[src/rtl/forward_hazard_unit_pkg.sv]
// Shared types for the EX operand forwarding / load-use hazard unit.
// Select encodings driven to the EX operand muxes, plus the shadow-pipeline slot record.
package forward_hazard_unit_pkg;

  localparam int REG_AW = 3;

  localparam logic [1:0] FWD_REGFILE = 2'b00;
  localparam logic [1:0] FWD_EXMEM   = 2'b01;
  localparam logic [1:0] FWD_MEMWB   = 2'b10;

  typedef struct packed {
    logic              valid;
    logic [REG_AW-1:0] rd;
    logic              reg_write;
    logic              mem_read;
  } slot_t;

  localparam slot_t SLOT_BUBBLE = '0;

endpackage

[src/rtl/forward_hazard_unit_if.sv]
// Decode-side inputs and EX-side selects of the forwarding unit, with shadow-slot visibility.
// master = pipeline/decode side, slave = forward_hazard_unit.
interface forward_hazard_unit_if #(
  parameter int CNT_W = 16
);
  import forward_hazard_unit_pkg::*;

  logic              id_valid;
  logic [REG_AW-1:0] id_rs1;
  logic [REG_AW-1:0] id_rs2;
  logic              id_use_rs1;
  logic              id_use_rs2;
  logic              id_inport;
  logic [REG_AW-1:0] id_rd;
  logic              id_reg_write;
  logic              id_mem_read;
  logic              flush;
  logic              freeze;

  logic [1:0]        Forward1Sel;
  logic [1:0]        Forward2Sel;
  logic              stall;
  logic [CNT_W-1:0]  stall_count;
  slot_t             pipe_e;
  slot_t             pipe_m;
  slot_t             pipe_w;

  modport master (
    output id_valid, id_rs1, id_rs2, id_use_rs1, id_use_rs2, id_inport,
           id_rd, id_reg_write, id_mem_read, flush, freeze,
    input  Forward1Sel, Forward2Sel, stall, stall_count, pipe_e, pipe_m, pipe_w
  );

  modport slave (
    input  id_valid, id_rs1, id_rs2, id_use_rs1, id_use_rs2, id_inport,
           id_rd, id_reg_write, id_mem_read, flush, freeze,
    output Forward1Sel, Forward2Sel, stall, stall_count, pipe_e, pipe_m, pipe_w
  );

endinterface

[src/rtl/forward_hazard_unit_fwd_select_cmp.sv]
// Per-source forward select: newest non-load producer in E wins, else any producer in M.
// Purely combinational; no state, no backpressure.
module fwd_select_cmp
  import forward_hazard_unit_pkg::*;
(
  input  logic [REG_AW-1:0] rs,
  input  logic              src_use,
  input  slot_t             e_slot,
  input  slot_t             m_slot,
  output logic [1:0]        sel
);

  logic e_hit;
  logic m_hit;

  // A load in M has its data at MEM/WB by the time the consumer is in EX, so its type is irrelevant.
  logic unused_m_mem_read;
  assign unused_m_mem_read = m_slot.mem_read;

  always_comb begin
    e_hit = src_use & e_slot.valid & e_slot.reg_write & ~e_slot.mem_read & (e_slot.rd == rs);
    m_hit = src_use & m_slot.valid & m_slot.reg_write & (m_slot.rd == rs);
    sel   = FWD_REGFILE;
    if (e_hit) begin
      sel = FWD_EXMEM;
    end else if (m_hit) begin
      sel = FWD_MEMWB;
    end
  end

endmodule

[src/rtl/forward_hazard_unit.sv]
// EX forwarding-select generator and load-use stall unit; selects registered (valid in the EX cycle), stall combinational.
// freeze holds every slot, select and the counter; flush beats load-use; stall inserts one bubble.
module forward_hazard_unit
  import forward_hazard_unit_pkg::*;
#(
  parameter int CNT_W = 16
)
(
  input  logic                  clk,
  input  logic                  reset,
  forward_hazard_unit_if.slave  bus
);

  slot_t            e_q, e_d;
  slot_t            m_q, m_d;
  slot_t            w_q, w_d;
  slot_t            dec_slot;
  logic [1:0]       fwd1_q, fwd1_d;
  logic [1:0]       fwd2_q, fwd2_d;
  logic [1:0]       fwd1_calc;
  logic [1:0]       fwd2_calc;
  logic [CNT_W-1:0] cnt_q, cnt_d;
  logic             use_rs1_eff;
  logic             load_use;
  logic             stall_int;

  // IN takes op1 from the inport, so rs1 neither forwards nor creates a dependency.
  always_comb begin
    use_rs1_eff = bus.id_use_rs1 & ~bus.id_inport;
    load_use    = bus.id_valid & e_q.valid & e_q.mem_read & e_q.reg_write &
                  ((use_rs1_eff & (bus.id_rs1 == e_q.rd)) |
                   (bus.id_use_rs2 & (bus.id_rs2 == e_q.rd)));
    stall_int   = load_use & ~bus.flush & ~bus.freeze & ~reset;
    dec_slot    = '{valid:     bus.id_valid,
                    rd:        bus.id_rd,
                    reg_write: bus.id_reg_write,
                    mem_read:  bus.id_mem_read};
  end

  fwd_select_cmp u_cmp_rs1 (
    .rs      (bus.id_rs1),
    .src_use (use_rs1_eff),
    .e_slot  (e_q),
    .m_slot  (m_q),
    .sel     (fwd1_calc)
  );

  fwd_select_cmp u_cmp_rs2 (
    .rs      (bus.id_rs2),
    .src_use (bus.id_use_rs2),
    .e_slot  (e_q),
    .m_slot  (m_q),
    .sel     (fwd2_calc)
  );

  always_comb begin
    e_d    = e_q;
    m_d    = m_q;
    w_d    = w_q;
    fwd1_d = fwd1_q;
    fwd2_d = fwd2_q;
    cnt_d  = cnt_q;
    if (!bus.freeze) begin
      m_d = e_q;
      w_d = m_q;
      if (bus.flush || stall_int) begin
        e_d    = SLOT_BUBBLE;
        fwd1_d = FWD_REGFILE;
        fwd2_d = FWD_REGFILE;
        if (stall_int && (cnt_q != '1)) begin
          cnt_d = cnt_q + CNT_W'(1);
        end
      end else begin
        e_d    = dec_slot;
        fwd1_d = fwd1_calc;
        fwd2_d = fwd2_calc;
      end
    end
  end

  always_ff @(posedge clk) begin
    if (reset) begin
      e_q    <= SLOT_BUBBLE;
      m_q    <= SLOT_BUBBLE;
      w_q    <= SLOT_BUBBLE;
      fwd1_q <= FWD_REGFILE;
      fwd2_q <= FWD_REGFILE;
      cnt_q  <= '0;
    end else begin
      e_q    <= e_d;
      m_q    <= m_d;
      w_q    <= w_d;
      fwd1_q <= fwd1_d;
      fwd2_q <= fwd2_d;
      cnt_q  <= cnt_d;
    end
  end

  assign bus.Forward1Sel = fwd1_q;
  assign bus.Forward2Sel = fwd2_q;
  assign bus.stall       = stall_int;
  assign bus.stall_count = cnt_q;
  assign bus.pipe_e      = e_q;
  assign bus.pipe_m      = m_q;
  assign bus.pipe_w      = w_q;

endmodule

[src/flat_wrapper.sv]
// flat-port wrapper written by rule: the top's interface ports become plain ports
module forward_hazard_unit_flat import forward_hazard_unit_pkg::*;
#(
  parameter int CNT_W = 16
)
  (clk, reset, bus_id_valid, bus_id_rs1, bus_id_rs2, bus_id_use_rs1, bus_id_use_rs2, bus_id_inport, bus_id_rd, bus_id_reg_write, bus_id_mem_read, bus_flush, bus_freeze, bus_Forward1Sel, bus_Forward2Sel, bus_stall, bus_stall_count, bus_pipe_e, bus_pipe_m, bus_pipe_w);
  forward_hazard_unit_if #(.CNT_W(CNT_W)) bus_i ();
  input  logic clk;
  input  logic reset;
  input wire logic [$bits(bus_i.id_valid)-1:0] bus_id_valid;
  input wire logic [$bits(bus_i.id_rs1)-1:0] bus_id_rs1;
  input wire logic [$bits(bus_i.id_rs2)-1:0] bus_id_rs2;
  input wire logic [$bits(bus_i.id_use_rs1)-1:0] bus_id_use_rs1;
  input wire logic [$bits(bus_i.id_use_rs2)-1:0] bus_id_use_rs2;
  input wire logic [$bits(bus_i.id_inport)-1:0] bus_id_inport;
  input wire logic [$bits(bus_i.id_rd)-1:0] bus_id_rd;
  input wire logic [$bits(bus_i.id_reg_write)-1:0] bus_id_reg_write;
  input wire logic [$bits(bus_i.id_mem_read)-1:0] bus_id_mem_read;
  input wire logic [$bits(bus_i.flush)-1:0] bus_flush;
  input wire logic [$bits(bus_i.freeze)-1:0] bus_freeze;
  output wire logic [$bits(bus_i.Forward1Sel)-1:0] bus_Forward1Sel;
  output wire logic [$bits(bus_i.Forward2Sel)-1:0] bus_Forward2Sel;
  output wire logic [$bits(bus_i.stall)-1:0] bus_stall;
  output wire logic [$bits(bus_i.stall_count)-1:0] bus_stall_count;
  output wire logic [$bits(bus_i.pipe_e)-1:0] bus_pipe_e;
  output wire logic [$bits(bus_i.pipe_m)-1:0] bus_pipe_m;
  output wire logic [$bits(bus_i.pipe_w)-1:0] bus_pipe_w;
  assign bus_i.id_valid = bus_id_valid;
  assign bus_i.id_rs1 = bus_id_rs1;
  assign bus_i.id_rs2 = bus_id_rs2;
  assign bus_i.id_use_rs1 = bus_id_use_rs1;
  assign bus_i.id_use_rs2 = bus_id_use_rs2;
  assign bus_i.id_inport = bus_id_inport;
  assign bus_i.id_rd = bus_id_rd;
  assign bus_i.id_reg_write = bus_id_reg_write;
  assign bus_i.id_mem_read = bus_id_mem_read;
  assign bus_i.flush = bus_flush;
  assign bus_i.freeze = bus_freeze;
  assign bus_Forward1Sel = bus_i.Forward1Sel;
  assign bus_Forward2Sel = bus_i.Forward2Sel;
  assign bus_stall = bus_i.stall;
  assign bus_stall_count = bus_i.stall_count;
  assign bus_pipe_e = bus_i.pipe_e;
  assign bus_pipe_m = bus_i.pipe_m;
  assign bus_pipe_w = bus_i.pipe_w;
  forward_hazard_unit #(.CNT_W(CNT_W)) u_core (.clk(clk), .reset(reset), .bus(bus_i));
endmodule
[config.mk]
export PLATFORM = sky130hd
export DESIGN_NAME = forward_hazard_unit_flat
export DESIGN_NICKNAME = d
export VERILOG_FILES = /design/src/rtl/forward_hazard_unit_pkg.sv /design/src/rtl/forward_hazard_unit_if.sv /design/src/rtl/forward_hazard_unit_fwd_select_cmp.sv /design/src/rtl/forward_hazard_unit.sv /design/src/flat_wrapper.sv
export SDC_FILE = /design/constraint.sdc
export NUM_CORES = 1
export LEC_CHECK = 0
export CAP_MARGIN = 25
export CELL_PAD_IN_SITES_DETAIL_PLACEMENT = 2
export CELL_PAD_IN_SITES_GLOBAL_PLACEMENT = 2
export CORE_ASPECT_RATIO = 0.75
export CORE_MARGIN = 3
export CORE_UTILIZATION = 28
export DETAILED_ROUTE_END_ITERATION = 16
export PLACE_DENSITY_LB_ADDON = 0.1
export REMOVE_ABC_BUFFERS = 1
export SYNTH_ARGS = -nofsm -noshare
export SYNTH_HDL_FRONTEND = slang
export SYNTH_SLANG_ARGS = --single-unit
[constraint.sdc]
create_clock -name clk -period 3.25 [get_ports clk]
set_clock_uncertainty 0.15 [all_clocks]
set_input_delay 0.65 -clock clk [delete_from_list [all_inputs] [get_ports clk]]
set_output_delay 0.65 -clock clk [all_outputs]
set_load 0.02 [all_outputs]
=== Word level (Yosys, flattened, before mapping) ===
Index checks and enable logic that the tools add are counted.

* Bitwise logic cells: 30
* Reduce and logical (&&, ||, !) cells: 3
* Equality and inequality tests: 7
* Add/subtract/negate cells: 1
* Muxes and demuxes: 7

{| class="wikitable"
|+ Operator list
! kind !! count
|-
| AND 1 bit || 24
|-
| == test 3 bit || 6
|-
| adder 16 x 1 -> 16 bit (second input constant) || 1
|-
| inequality test 16 bit (second input constant) || 1
|-
| two-way mux 2 bit || 6
|-
| two-way mux 6 bit || 1
|-
| inverter 1 bit || 5
|-
| AND reduction 3 bit || 1
|-
| logical AND 1 bit || 1
|-
| logical OR 1 bit || 1
|-
| bitwise OR 1 bit || 1
|}

* Logic and storage cells: 63
* Bits in registers: 38
* Input port bits: 19

=== Depth between registers and ports, before layout ===
Gate-level depths: netlist (run 1).

* Depth in word-level cells: 10
* Depth in mapped cells: 7
* Gate-level depth less buffers: 7

=== Modules after synthesis ===
From an unflattened synthesis (run 1), not the netlist that was laid out.

* Cell total of the unflattened synthesis: 207
* Area total of the unflattened synthesis: 1931.9 um^2

{| class="wikitable"
|+ By module, submodules not included
! module !! times used !! cells each !! area an instance (um^2)
|-
| forward_hazard_unit || 1 || 185 || 1731.7
|-
| fwd_select_cmp || 2 || 11 || 100.1
|}

=== Worst setup path after synthesis (run 1) ===
OpenSTA, ideal clock, no wires.

* Path type: input -> output
* From: in bus_id_rs1[2]
* To: out bus_stall
* Path buffers: 0
* Data required time: 2.450 ns
* Slack: 0.521 ns
* Arrival: 1.929 ns
* Stages on the path: 3
* Cell sequence: xor2_1 > or4_4 > a21oi_1

* Cells in the longest elaborated chain, start to end: 7

{| class="wikitable"
|+ RTL lines
! item !! line !! RTL
|-
| from (decl) || flat_wrapper.sv:11 || <nowiki>input wire logic [$bits(bus_i.id_rs1)-1:0] bus_id_rs1;</nowiki>
|-
| == test 3 bit || forward_hazard_unit.sv:31 || <nowiki>((use_rs1_eff & (bus.id_rs1 == e_q.rd)) |</nowiki>
|-
| AND 1 bit || forward_hazard_unit.sv:31 ||
|-
| bitwise OR 1 bit || forward_hazard_unit.sv:31 ||
|-
| AND 1 bit || forward_hazard_unit.sv:30 || <nowiki>load_use = bus.id_valid & e_q.valid & e_q.mem_read & e_q.reg_write &</nowiki>
|-
| AND 1 bit (3 in series) || forward_hazard_unit.sv:33 || <nowiki>stall_int = load_use & ~bus.flush & ~bus.freeze & ~reset;</nowiki>
|-
| to (decl) || flat_wrapper.sv:23 || <nowiki>output wire logic [$bits(bus_i.stall)-1:0] bus_stall;</nowiki>
|}

Every way passes these cells.

=== Worst setup path in the final report (run 1) ===
Same ends and word-level chain as after synthesis.

==> metrics list, run 1 <==
- The flow ran to the end, and the final reports show no timing, DRC or antenna violations.
* Via-per-instance ratio: 4.92
* EDFF count, synth: 0
* Req. time, crit path: between 2 and 2.5 ns
* Final instance area: 0.00252 mm2
- Setup repair after global routing left no endpoint under its margin.
- TritonCTS built the clock tree.
- Async S/R FF share, synth: 0%
- DP Area: 0.00244 mm2
* Power Density: 359 mW/mm2
* Maximum fanout along the worst path: 2
* # DRC: 0
- In this run the biggest area consumer among cell types represents 44.8% of the synthesized area.
- Once layout is complete, the utilization of the core stands at 45.2%.
- For this block, the routed nets add up to around 6000 um of wire.
- Post-Syn Area per Cell: 9.13 um2
* Clk root buf: sky130_fd_sc_hd__clkbuf_8
* Max transition margin: 58.3%
- Traced cell by cell, the critical path runs through clkdlybuf4s50_1 > xor2_1 > or4_4 > a21oi_1 > clkbuf_2.
* Launching element type of the critical path: primary input
- The final layout contains 277 nets.
- The number of hold violations in the final report came to 0.
- Setup slack on the worst reg-to-reg path comes out at 0.73 ns.
* Top cells by count, synth: 38 x sky130_fd_sc_hd__dfxtp_1, 38 x sky130_fd_sc_hd__nor2_1, 18 x sky130_fd_sc_hd__xor2_1, 13 x sky130_fd_sc_hd__mux2i_1, 11 x sky130_fd_sc_hd__nand2_1
* Sequential element share of the synthesized area: between 40% and 50%
* Cell types with the largest area share after synthesis: sky130_fd_sc_hd__dfxtp_1 45%, sky130_fd_sc_hd__xor2_1 9.3%, sky130_fd_sc_hd__nor2_1 8.4%
- Horizontal extent of the die: 95.9 um
* Share of the clock period used by the worst path after layout: 94.1%
- Total global routing overflow: 0
- Worst Max-Slew Pin Slew: 0.620 ns
* Antenna diode count: 0
- In this run the standard cell core region covers 0.00558 mm2.
- Max Transition Viols Final: 0
- For this run, the total global-route usage over all layers was measured as 18.1%.
* Count of max-cap constraint violations: 0
- Post-placement setup slack: -0.235 ns
- Data on the critical path arrives at its endpoint at 2.26 ns.
- The congestion estimate from routability-driven global placement came to ~0.77.
- IO Pins: 58
- First-pass iteration count of the detailed router: 4
- Clock buffers created by TritonCTS: 5
- The analysis attributes to cell leakage a power of between 0.9 and 1 nW.
* Number of placement rows: 23
- Worst-skew pair later-pin latency: 0.29 ns
- The clock period could shrink to 3.06 ns.
* Maximum operating frequency: 327 MHz
- Via count: 1637
* Cell type with the largest total area after synthesis: sky130_fd_sc_hd__dfxtp_1
- DP Wirelength: 4630 um
- In this run the post-CTS setup repair buffer count came out at 0.
- Yosys printed 0 warnings.
* Worst min path class: reg2reg
- Setup violations remaining at the end of the flow were counted as 0.
- The clock tree synthesis step divided the H-tree into 2 levels.
- Final Total Pwr: 905 uW
* Instance count of the mapped netlist: between 150 and 200
* Area overhead of the layout relative to synthesis: 48.6%
- Initial antenna violation count: 0
- Die Y-Extent: 73.4 um
* Count of input and output buffers: 57
* Remaining number of nets flagged by the antenna check after routing: 0
- In this run, synthesis produced a sequential element count of 38.
- The die covers 0.00704 mm2.
- Entering global routing, the biggest net connects 40 pins.
- Wire length per cell: 18.1 um
- Synthesis instantiated 30 different standard cells from the library.
* Predominant post-synthesis flop cell: sky130_fd_sc_hd__dfxtp_1
- Final worst setup slack: 0.190 ns
- Clock sinks: 38
- Wire length of the first global-routing pass: 9540 um
- Among all stages on the critical path, the largest delay is contributed by sky130_fd_sc_hd__or4_4.
* Critical path capture point type: output pin
- Clock-pin slew was measured on the worst setup and hold paths at 0.07 ns.
* Post-synthesis cell area: 0.00170 mm2
* Total placed cells including tap cells: 325
- Filler-free cell count of the finished design: approximately 330
- Number of global-route vias before repair: 1795
- Ratio of cells with drive above 1 in the final layout: 8.91%
- Number of DRC violations after detailed-routing iteration 0: 73
- On the worst path, the slowest cell contributes a delay of 0.56 ns.
- Count of fill cells added during filler insertion: 630
- Crit-path leading delay family: buffers and inverters
- The critical path is of the in2out type.
- The initial utilization of the core area, before any placement, comes to 30.4%.
- The worst-case IR drop observed on VDD is 0.223 mV.
* Number of buffers and inverters on the critical path: 2
- The clock passes through at most 2 buffers.
[worst min-delay path: cells and delay by family, from the launching register on]
kind | cells | cell delay, ns
and+or+nand+nor | 1 | 0.06
AOI/OAI and AO/OA | 1 | 0.06
DFF | 1 | 0.32
[registers in the layout (all words and copies together), names as in the netlist]
register	count
u_core.bus.stall_count	16
u_core.bus.pipe_e	6
u_core.bus.pipe_m	6
u_core.bus.pipe_w	6
u_core.bus.Forward1Sel	2
u_core.bus.Forward2Sel	2
[cell type report]
| cell class | instances | area (um2) | share of cell area (%) |
|---|---|---|---|
| Tap cell | 75 | 93.8 | 3.72 |
| Clock buffer | 7 | 86.3 | 3.42 |
| Sequential cell | 38 | 761 | 30.1 |
| Timing Repair Buffer | 70 | 663 | 26.3 |
| Clock inverter | 1 | 5.00 | 0.198 |
| Multi-Input combinational cell | 142 | 915 | 36.2 |
[routing by layer]
layer	up-vias	wire length, um	GRT usage, %
met5	-	0	0
met1	797	2800	22.9
met2	36	2880	29.9
met3	8	250	4.40
li1	796	-	-
met4	0	109	6.62
[per-stage QoR]
| stage | hold WS, ns | setup TNS, ns |
|---|---|---|
| after global routing | 0.367 | 0 |
| after detailed placement | 0.320 | -0.235 |
| after global placement | 0.314 | -0.149 |
| final | 0.330 | 0 |
| after floorplan | 0.377 | 0 |
| after CTS | 0.328 | 0 |
[cell usage in the layout (no fill, tap or decap), types with 2 or more instances in the layout]
| master | count |
|---|---|
| sky130_fd_sc_hd__xor2_1 | 18 |
| sky130_fd_sc_hd__clkdlybuf4s50_1 | 56 |
| sky130_fd_sc_hd__a21oi_1 | 3 |
| sky130_fd_sc_hd__a22oi_1 | 7 |
| sky130_fd_sc_hd__dfxtp_1 | 38 |
| sky130_fd_sc_hd__nand4_1 | 10 |
| sky130_fd_sc_hd__xnor2_1 | 7 |
| sky130_fd_sc_hd__and3_1 | 2 |
| sky130_fd_sc_hd__and4_1 | 2 |
| sky130_fd_sc_hd__nand3_1 | 9 |
| sky130_fd_sc_hd__nand2_1 | 11 |
| sky130_fd_sc_hd__mux2i_1 | 13 |
| sky130_fd_sc_hd__nor2_1 | 38 |
| sky130_fd_sc_hd__nor3_1 | 5 |
| sky130_fd_sc_hd__clkbuf_8 | 6 |
| sky130_fd_sc_hd__nor2b_1 | 2 |
| sky130_fd_sc_hd__buf_4 | 13 |
| sky130_fd_sc_hd__o41ai_1 | 2 |
[power breakdown]
group	switching [mW]	total (mW)	leakage (nW)	internal [mW]
clock network	0.164	0.335	0.0482	0.171
registers	0.00714	0.477	0.307	0.470
logic	0.0439	0.0921	0.589	0.0482
total	0.215	0.905	0.944	0.690
[cell families after synthesis]
group,share of synthesized area (%)
muxes,7.66
and+or+nand+nor,24.8
adders and majority gates,0.737
AOI/OAI and AO/OA,7.74
xor gates and xnor gates,12.9
DFF,44.8
buffers and inverters,1.33
[worst paths after layout]
kind	startpoint	endpoint	depth (start not counted)
setup / recovery	bus_id_rs1[2]	bus_stall	5
hold / removal	u_core.bus.Forward1Sel[1]$_SDFFE_PP0N_	u_core.bus.Forward1Sel[1]$_SDFFE_PP0N_	2
setup reg to reg	u_core.bus.pipe_e[4]$_SDFFE_PP0N_	u_core.bus.stall_count[4]$_SDFFE_PP0P_	8
hold reg to reg	u_core.bus.Forward1Sel[1]$_SDFFE_PP0N_	u_core.bus.Forward1Sel[1]$_SDFFE_PP0N_	2
[what timing repair did]
action | in CTS | in global routing
endpoints found under the setup margin | 1 | 1
hold buffers | 0 | 0
gates resized for setup | 1 | 2
endpoints found under the hold margin | 0 | 0
No activity file was read; power rests on OpenSTA's default activity.
==> run 2, diff against run 1 <==
CAP_MARGIN = 0   (was 25)
==> results of run 2 <==
No change in the layout: final DEF, timing and power equal those of run 1.
